### src/rtl/dbus_down_seq_pkg.sv
// Shared encodings for the 64-to-32 down-mux beat sequencer.
// Combinational helper only; no state.
// No flow control here; the sequencer owns the handshake.
package dbus_down_seq_pkg;

  // Transfer size codes; the numeric value is log2 of the byte count
  localparam logic [1:0] TSIZE_BYTE   = 2'b00;
  localparam logic [1:0] TSIZE_WORD   = 2'b01;
  localparam logic [1:0] TSIZE_LONG   = 2'b10;
  localparam logic [1:0] TSIZE_PHRASE = 2'b11;

  // Destination port width codes; code 2'b11 is folded onto PW_32
  localparam logic [1:0] PW_8  = 2'b00;
  localparam logic [1:0] PW_16 = 2'b01;
  localparam logic [1:0] PW_32 = 2'b10;

  // Beat width codes, log2 of the beat byte count
  localparam logic [1:0] WC_1 = 2'b00;
  localparam logic [1:0] WC_2 = 2'b01;
  localparam logic [1:0] WC_4 = 2'b10;

  typedef enum logic {
    IDLE = 1'b0,
    XFER = 1'b1
  } state_t;

  // Mux select for a beat: drop the offset bits below the beat width so the
  // chosen byte/word/long lands in the low lanes of the down-mux
  function automatic logic [2:0] sel_of(input logic [2:0] offset,
                                        input logic [1:0] width_code);
    logic [2:0] sel;
    case (width_code)
      WC_4:    sel = {offset[2], 2'b00};
      WC_2:    sel = {offset[2:1], 1'b0};
      default: sel = offset;
    endcase
    return sel;
  endfunction

endpackage

### src/rtl/dbus_beat_calc.sv
// Beat geometry for one phrase transaction: beat width, beat count - 1, aligned base.
// Latency: purely combinational.
// No flow control; outputs track inputs.
module dbus_beat_calc
  import dbus_down_seq_pkg::*;
(
  input  logic [1:0] i_tsize,
  input  logic [2:0] i_taddr,
  input  logic [1:0] i_pwidth,
  output logic [1:0] o_wcode,
  output logic [2:0] o_nm1,
  output logic [2:0] o_base
);

  logic [1:0] w_pcode;
  logic [1:0] w_wcode;
  logic [1:0] w_shift;

  // Beat width is the smaller of transfer size and port width; beats = S/W
  always_comb begin
    w_pcode = (i_pwidth == 2'b11) ? PW_32 : i_pwidth;
    w_wcode = (i_tsize < w_pcode) ? i_tsize : w_pcode;
    w_shift = i_tsize - w_wcode;
    o_wcode = w_wcode;
    case (w_shift)
      2'd0:    o_nm1 = 3'd0;
      2'd1:    o_nm1 = 3'd1;
      2'd2:    o_nm1 = 3'd3;
      default: o_nm1 = 3'd7;
    endcase
    case (i_tsize)
      TSIZE_BYTE: o_base = i_taddr;
      TSIZE_WORD: o_base = {i_taddr[2:1], 1'b0};
      TSIZE_LONG: o_base = {i_taddr[2], 2'b00};
      default:    o_base = 3'b000;
    endcase
  end

endmodule

### src/rtl/dbus_down_seq.sv
// Splits one 64-bit phrase transaction into narrow beats and drives the down-mux select.
// Latency: first beat one cycle after start; one beat per cycle; done one cycle after last beat.
// Beat outputs hold while bready is low; start is ignored while busy; abort cancels without done.
module dbus_down_seq
  import dbus_down_seq_pkg::*;
(
  input  logic       sys_clk,
  input  logic       resetl,
  input  logic       start,
  input  logic [1:0] tsize,
  input  logic [2:0] taddr,
  input  logic [1:0] pwidth,
  input  logic       abort,
  input  logic       bready,
  output logic [2:0] dmuxd,
  output logic       bvalid,
  output logic       blast,
  output logic [2:0] beat_addr,
  output logic       busy,
  output logic       done
);

  state_t     r_state;
  logic [1:0] r_wcode;
  logic [2:0] r_nm1;
  logic [2:0] r_idx;
  logic [2:0] r_addr;
  logic [2:0] r_dmuxd;
  logic       r_bvalid;
  logic       r_blast;
  logic       r_busy;
  logic       r_done;

  logic [1:0] w_wcode;
  logic [2:0] w_nm1;
  logic [2:0] w_base;
  logic [2:0] w_step;
  logic [2:0] w_next_addr;
  logic [2:0] w_next_idx;

  dbus_beat_calc u_calc (
    .i_tsize  (tsize),
    .i_taddr  (taddr),
    .i_pwidth (pwidth),
    .o_wcode  (w_wcode),
    .o_nm1    (w_nm1),
    .o_base   (w_base)
  );

  // Offset of the following beat; legal geometries never wrap past byte 7
  assign w_step      = 3'd1 << r_wcode;
  assign w_next_addr = r_addr + w_step;
  assign w_next_idx  = r_idx + 3'd1;

  // Transaction FSM with beat counter, offset accumulator and registered beat outputs
  always_ff @(posedge sys_clk or negedge resetl) begin
    if (!resetl) begin
      r_state  <= IDLE;
      r_wcode  <= WC_1;
      r_nm1    <= 3'd0;
      r_idx    <= 3'd0;
      r_addr   <= 3'd0;
      r_dmuxd  <= 3'd0;
      r_bvalid <= 1'b0;
      r_blast  <= 1'b0;
      r_busy   <= 1'b0;
      r_done   <= 1'b0;
    end else begin
      r_done <= 1'b0;
      if (r_state == IDLE) begin
        if (start && !abort) begin
          r_state  <= XFER;
          r_wcode  <= w_wcode;
          r_nm1    <= w_nm1;
          r_idx    <= 3'd0;
          r_addr   <= w_base;
          r_dmuxd  <= sel_of(w_base, w_wcode);
          r_bvalid <= 1'b1;
          r_blast  <= (w_nm1 == 3'd0);
          r_busy   <= 1'b1;
        end
      end else begin
        if (abort || (r_bvalid && bready && r_blast)) begin
          // Abort wins over a same-cycle final handshake, so no done then
          r_state  <= IDLE;
          r_idx    <= 3'd0;
          r_addr   <= 3'd0;
          r_dmuxd  <= 3'd0;
          r_bvalid <= 1'b0;
          r_blast  <= 1'b0;
          r_busy   <= 1'b0;
          r_done   <= !abort;
        end else if (r_bvalid && bready) begin
          r_idx   <= w_next_idx;
          r_addr  <= w_next_addr;
          r_dmuxd <= sel_of(w_next_addr, r_wcode);
          r_blast <= (w_next_idx == r_nm1);
        end
      end
    end
  end

  assign dmuxd     = r_dmuxd;
  assign bvalid    = r_bvalid;
  assign blast     = r_blast;
  assign beat_addr = r_addr;
  assign busy      = r_busy;
  assign done      = r_done;

endmodule

### config.mk
export PLATFORM = sky130hd
export DESIGN_NAME = dbus_down_seq
export DESIGN_NICKNAME = d
export VERILOG_FILES = /design/src/rtl/dbus_down_seq_pkg.sv /design/src/rtl/dbus_beat_calc.sv /design/src/rtl/dbus_down_seq.sv
export SDC_FILE = /design/constraint.sdc
export NUM_CORES = 1
export LEC_CHECK = 0
export BUFFER_PORTS_ARGS = -buffer_cell sky130_fd_sc_hd__buf_4
export CAP_MARGIN = 10
export CELL_PAD_IN_SITES_DETAIL_PLACEMENT = 0
export CELL_PAD_IN_SITES_GLOBAL_PLACEMENT = 1
export CORE_MARGIN = 5
export CORE_UTILIZATION = 30
export CTS_CLUSTER_DIAMETER = 100
export DETAILED_ROUTE_END_ITERATION = 8
export GPL_ROUTABILITY_DRIVEN = 0
export PLACE_DENSITY_LB_ADDON = 0.2
export SLEW_MARGIN = 20
export SYNTH_ARGS = -nofsm -noshare
export SYNTH_HDL_FRONTEND = slang
export SYNTH_HIERARCHICAL = 1
export SYNTH_SLANG_ARGS = --single-unit
### constraint.sdc
create_clock -name sys_clk -period 3.6 [get_ports sys_clk]
set_input_delay 0.18 -clock sys_clk [delete_from_list [all_inputs] [get_ports sys_clk]]
set_output_delay 0.18 -clock sys_clk [all_outputs]
set_load 0.005 [all_outputs]
==> results.cfg <==
[outcome]
status = completed

[clock_network]
insertion_delay_ns = 0.29
cts-root-buf = clkbuf_4
cts_resized = 0
clkTransAtPathRegs_ns = 0.10
htreeDepth = 1
postCtsSetupRepairBufs = 0
cts-root-to-sink-buffers = 2
cts_tree = done
cts_sinks = 17
cts-hold-fix-buffers = 1
cts-buffers-inserted = 3

[yosys]
synth_commonest_cells = dfrtp_1, inv_1, ha_1
syn_area_per_cell_um2 = 10.23
yosysSeqAreaShare_pct = 39.22
ys.flop_type = dfrtp_1
synth.most_common_cell = dfrtp_1
synth_cells = 106
ys_ff_latch = 17
synth_warnings = 6
synth_top_family_by_area = compound AO/OA/AOI/OAI gates
muxShareOfSynthArea_pct = 4.152
syn_area_um2 = 1085
synthSimpleGateAreaFrac_pct = 15.34
yosysTopAreaCellShare_pct = 39.22
async_flop_share_pct = 100.0
yosys.area_share.xor_xnor_pct = 4.844
synth_compound_area_share_pct = 17.30
synth_area_leader_cell = dfrtp_1
synthAdderAreaFrac_pct = 12.23
synth_edf_count = 0
yosysUniqueCellTypes = 35
synth_fp_nets = 128
synth.area.top_cells = dfrtp_1, ha_1, inv_1

[timing]
period_share_pct = 53.04
rsz0062_at_grt = false
drv_slew = 0
hold_viol = 0
fin_skew_ns = 0.008746
tightest_slew_ns = 0.5395
fin_crit_ns = 1.909
fmax_ghz = 0.5237
setup_viol = 0
max-slew-margin-rel_pct = 63.99
setup_tns_ns = 0

[global_routing]
grt_max_degree = 18
overflow = 0
grt_pass1_wl_um = 3995
grt_pass1_vias = 844
grtUsageTotal_pct = 10.41
antenna_found_initial = 0

[floorplanning]
ioPinCount = 22
rows = 21
core_area_um2 = 3416
start_util_pct = 31.76
die_y_um = 70.13
dieArea_um2 = 4918
die_w_um = 70.13

[worst_setup_path]
startpoint_type = flop
cp_max_fo = 3
cp.arrival_ns = 2.13
cp_data_required_time_ns = 3.82
crit_type = reg2reg
endpoint_kind = flop

[cells_and_area]
syn2layout_area_growth_pct = 20.76
seq_area_um2 = 425.4
drive_gt1_share_pct = 26.56
diodes = 0
multi_input_area_um2 = 584.3
fill_cells = 372
final_nets = 151

[power_and_ir_drop]
cellLeakagePower_nw = 0.6131
p_int_mw = 0.4113
power_switching_mw = 0.2162
total_power_mw = 0.6275
sw_frac_of_total_pct = 34.46
p_comb_share_pct = 39.0
power.share.clock_pct = 16.4
power.density_nw_per_um2 = 479.0
seqPwrFrac_pct = 44.6
peakVddDrop_v = 0.0002326

[drt]
wl_um = 2251
vias = 792
firstDrtPassIters = 3
vias_per_cell = 4.552
detail_route.wl_per_cell_um = 12.94
postRouteAntennaNets = 0
drtIter0Drc = 17
drc_errors = 0

[job]
cap_violations = 0

[place]
portBuffers = 21
dpl.hpwl_um = 1788

[hold_path]
hold_class = in2reg
layer usage:
metal	up-vias	global-route usage, %	share of wire, %
met1	371	11.64	44
met2	11	18.15	50
li1	406	-	-
met3	4	3.587	4.6
met5	-	0	0
met4	0	3.830	1.3
worst max-delay path: stages, from the launching register on:
cell and delay (ns):
dfrtp_1 0.39, inv_1 0.10, ha_1 0.16, ha_1 0.13
inv_1 0.05, fa_1 0.40, xor2_1 0.17, o32a_1 0.29
o22ai_1 0.14
registers in the layout, summed over array words and instances, names as in the netlist:
| register | cells |
|---|---|
| r_wcode | 2 |
| done | 1 |
| beat_addr | 3 |
| r_idx | 3 |
| r_nm1 | 3 |
| busy | 1 |
| blast | 1 |
| dmuxd | 2 |
| r_state | 1 |
path summary, 6_finish.rpt:
| check | start | to | slack, ns | cells after the start |
|---|---|---|---|---|
| max in group asynchronous | resetl | busy | 3.12 | 2 |
| worst max register to register | r_wcode[0] | beat_addr[2] | 1.69 | 8 |
| min in group asynchronous | resetl | beat_addr[1] | 0.28 | 2 |
| worst min register to register | r_idx[1] | r_idx[1] | 0.53 | 1 |
| worst min-delay path | abort | done | 0.18 | 3 |
| worst max-delay path | r_wcode[0] | beat_addr[2] | 1.69 | 8 |
power by group through the flow:
stage / sequential (mW) / clock [mW] / combinational, mW
3_5_place_dp: 0.286 / 0 / 0.249
4_1_cts: 0.282 / 0.111 / 0.250
5_1_grt: 0.290 / 0.122 / 0.277
2_1_floorplan: 0.274 / 0 / 0.163
3_3_place_gp: 0.284 / 0 / 0.249
6_report: 0.280 / 0.103 / 0.244
cell type report:
| cell class | count | area share (%) |
|---|---|---|
| multi-input combinational | 72 | 44.60 |
| tap | 46 | 4.393 |
| inverter | 13 | 3.725 |
| timing repair buffer | 22 | 12.80 |
| clock buffer | 4 | 2.006 |
| sequential | 17 | 32.47 |
metrics by stage:
step / setup slack, ns / area [µm²] / utilization, % / hold slack [ns] / instances
2_1_floorplan: 1.821 / 1085 / - / -0.1156 / 106
3_3_place_gp: 1.713 / 1274 / 37.29 / 0.05983 / 169
3_5_place_dp: 1.654 / 1274 / 37.29 / 0.06677 / 169
4_1_cts: 1.676 / 1310 / 38.35 / 0.1676 / 174
5_1_grt: 1.557 / 1310 / 38.35 / 0.2018 / 174
6_report: 1.691 / 1310 / 38.35 / 0.1811 / 174
layout by cell type, fill, tap and decap left out, types with 2 or more instances in the layout:
cell type	instances
o22a_1	2
o21ai_0	4
a31oi_1	2
inv_1	13
nand3_1	2
nand2b_1	2
xnor2_1	4
ha_1	9
nor2_1	7
clkbuf_4	3
nor2b_1	5
dfrtp_1	17
nand2_1	6
a22o_1	2
mux2_2	4
buf_4	21
a21oi_1	4
xor2_1	2
kinds of logic after synthesis:
group | count (synthesis)
AND/OR/NAND/NOR | 28
AO/OA/AOI/OAI | 24
buffers and inverters | 17
flip-flops | 17
adder cells (fa/ha/maj) | 10
XOR/XNOR | 6
multiplexers | 4
No activity file was read; power rests on OpenSTA's default activity.
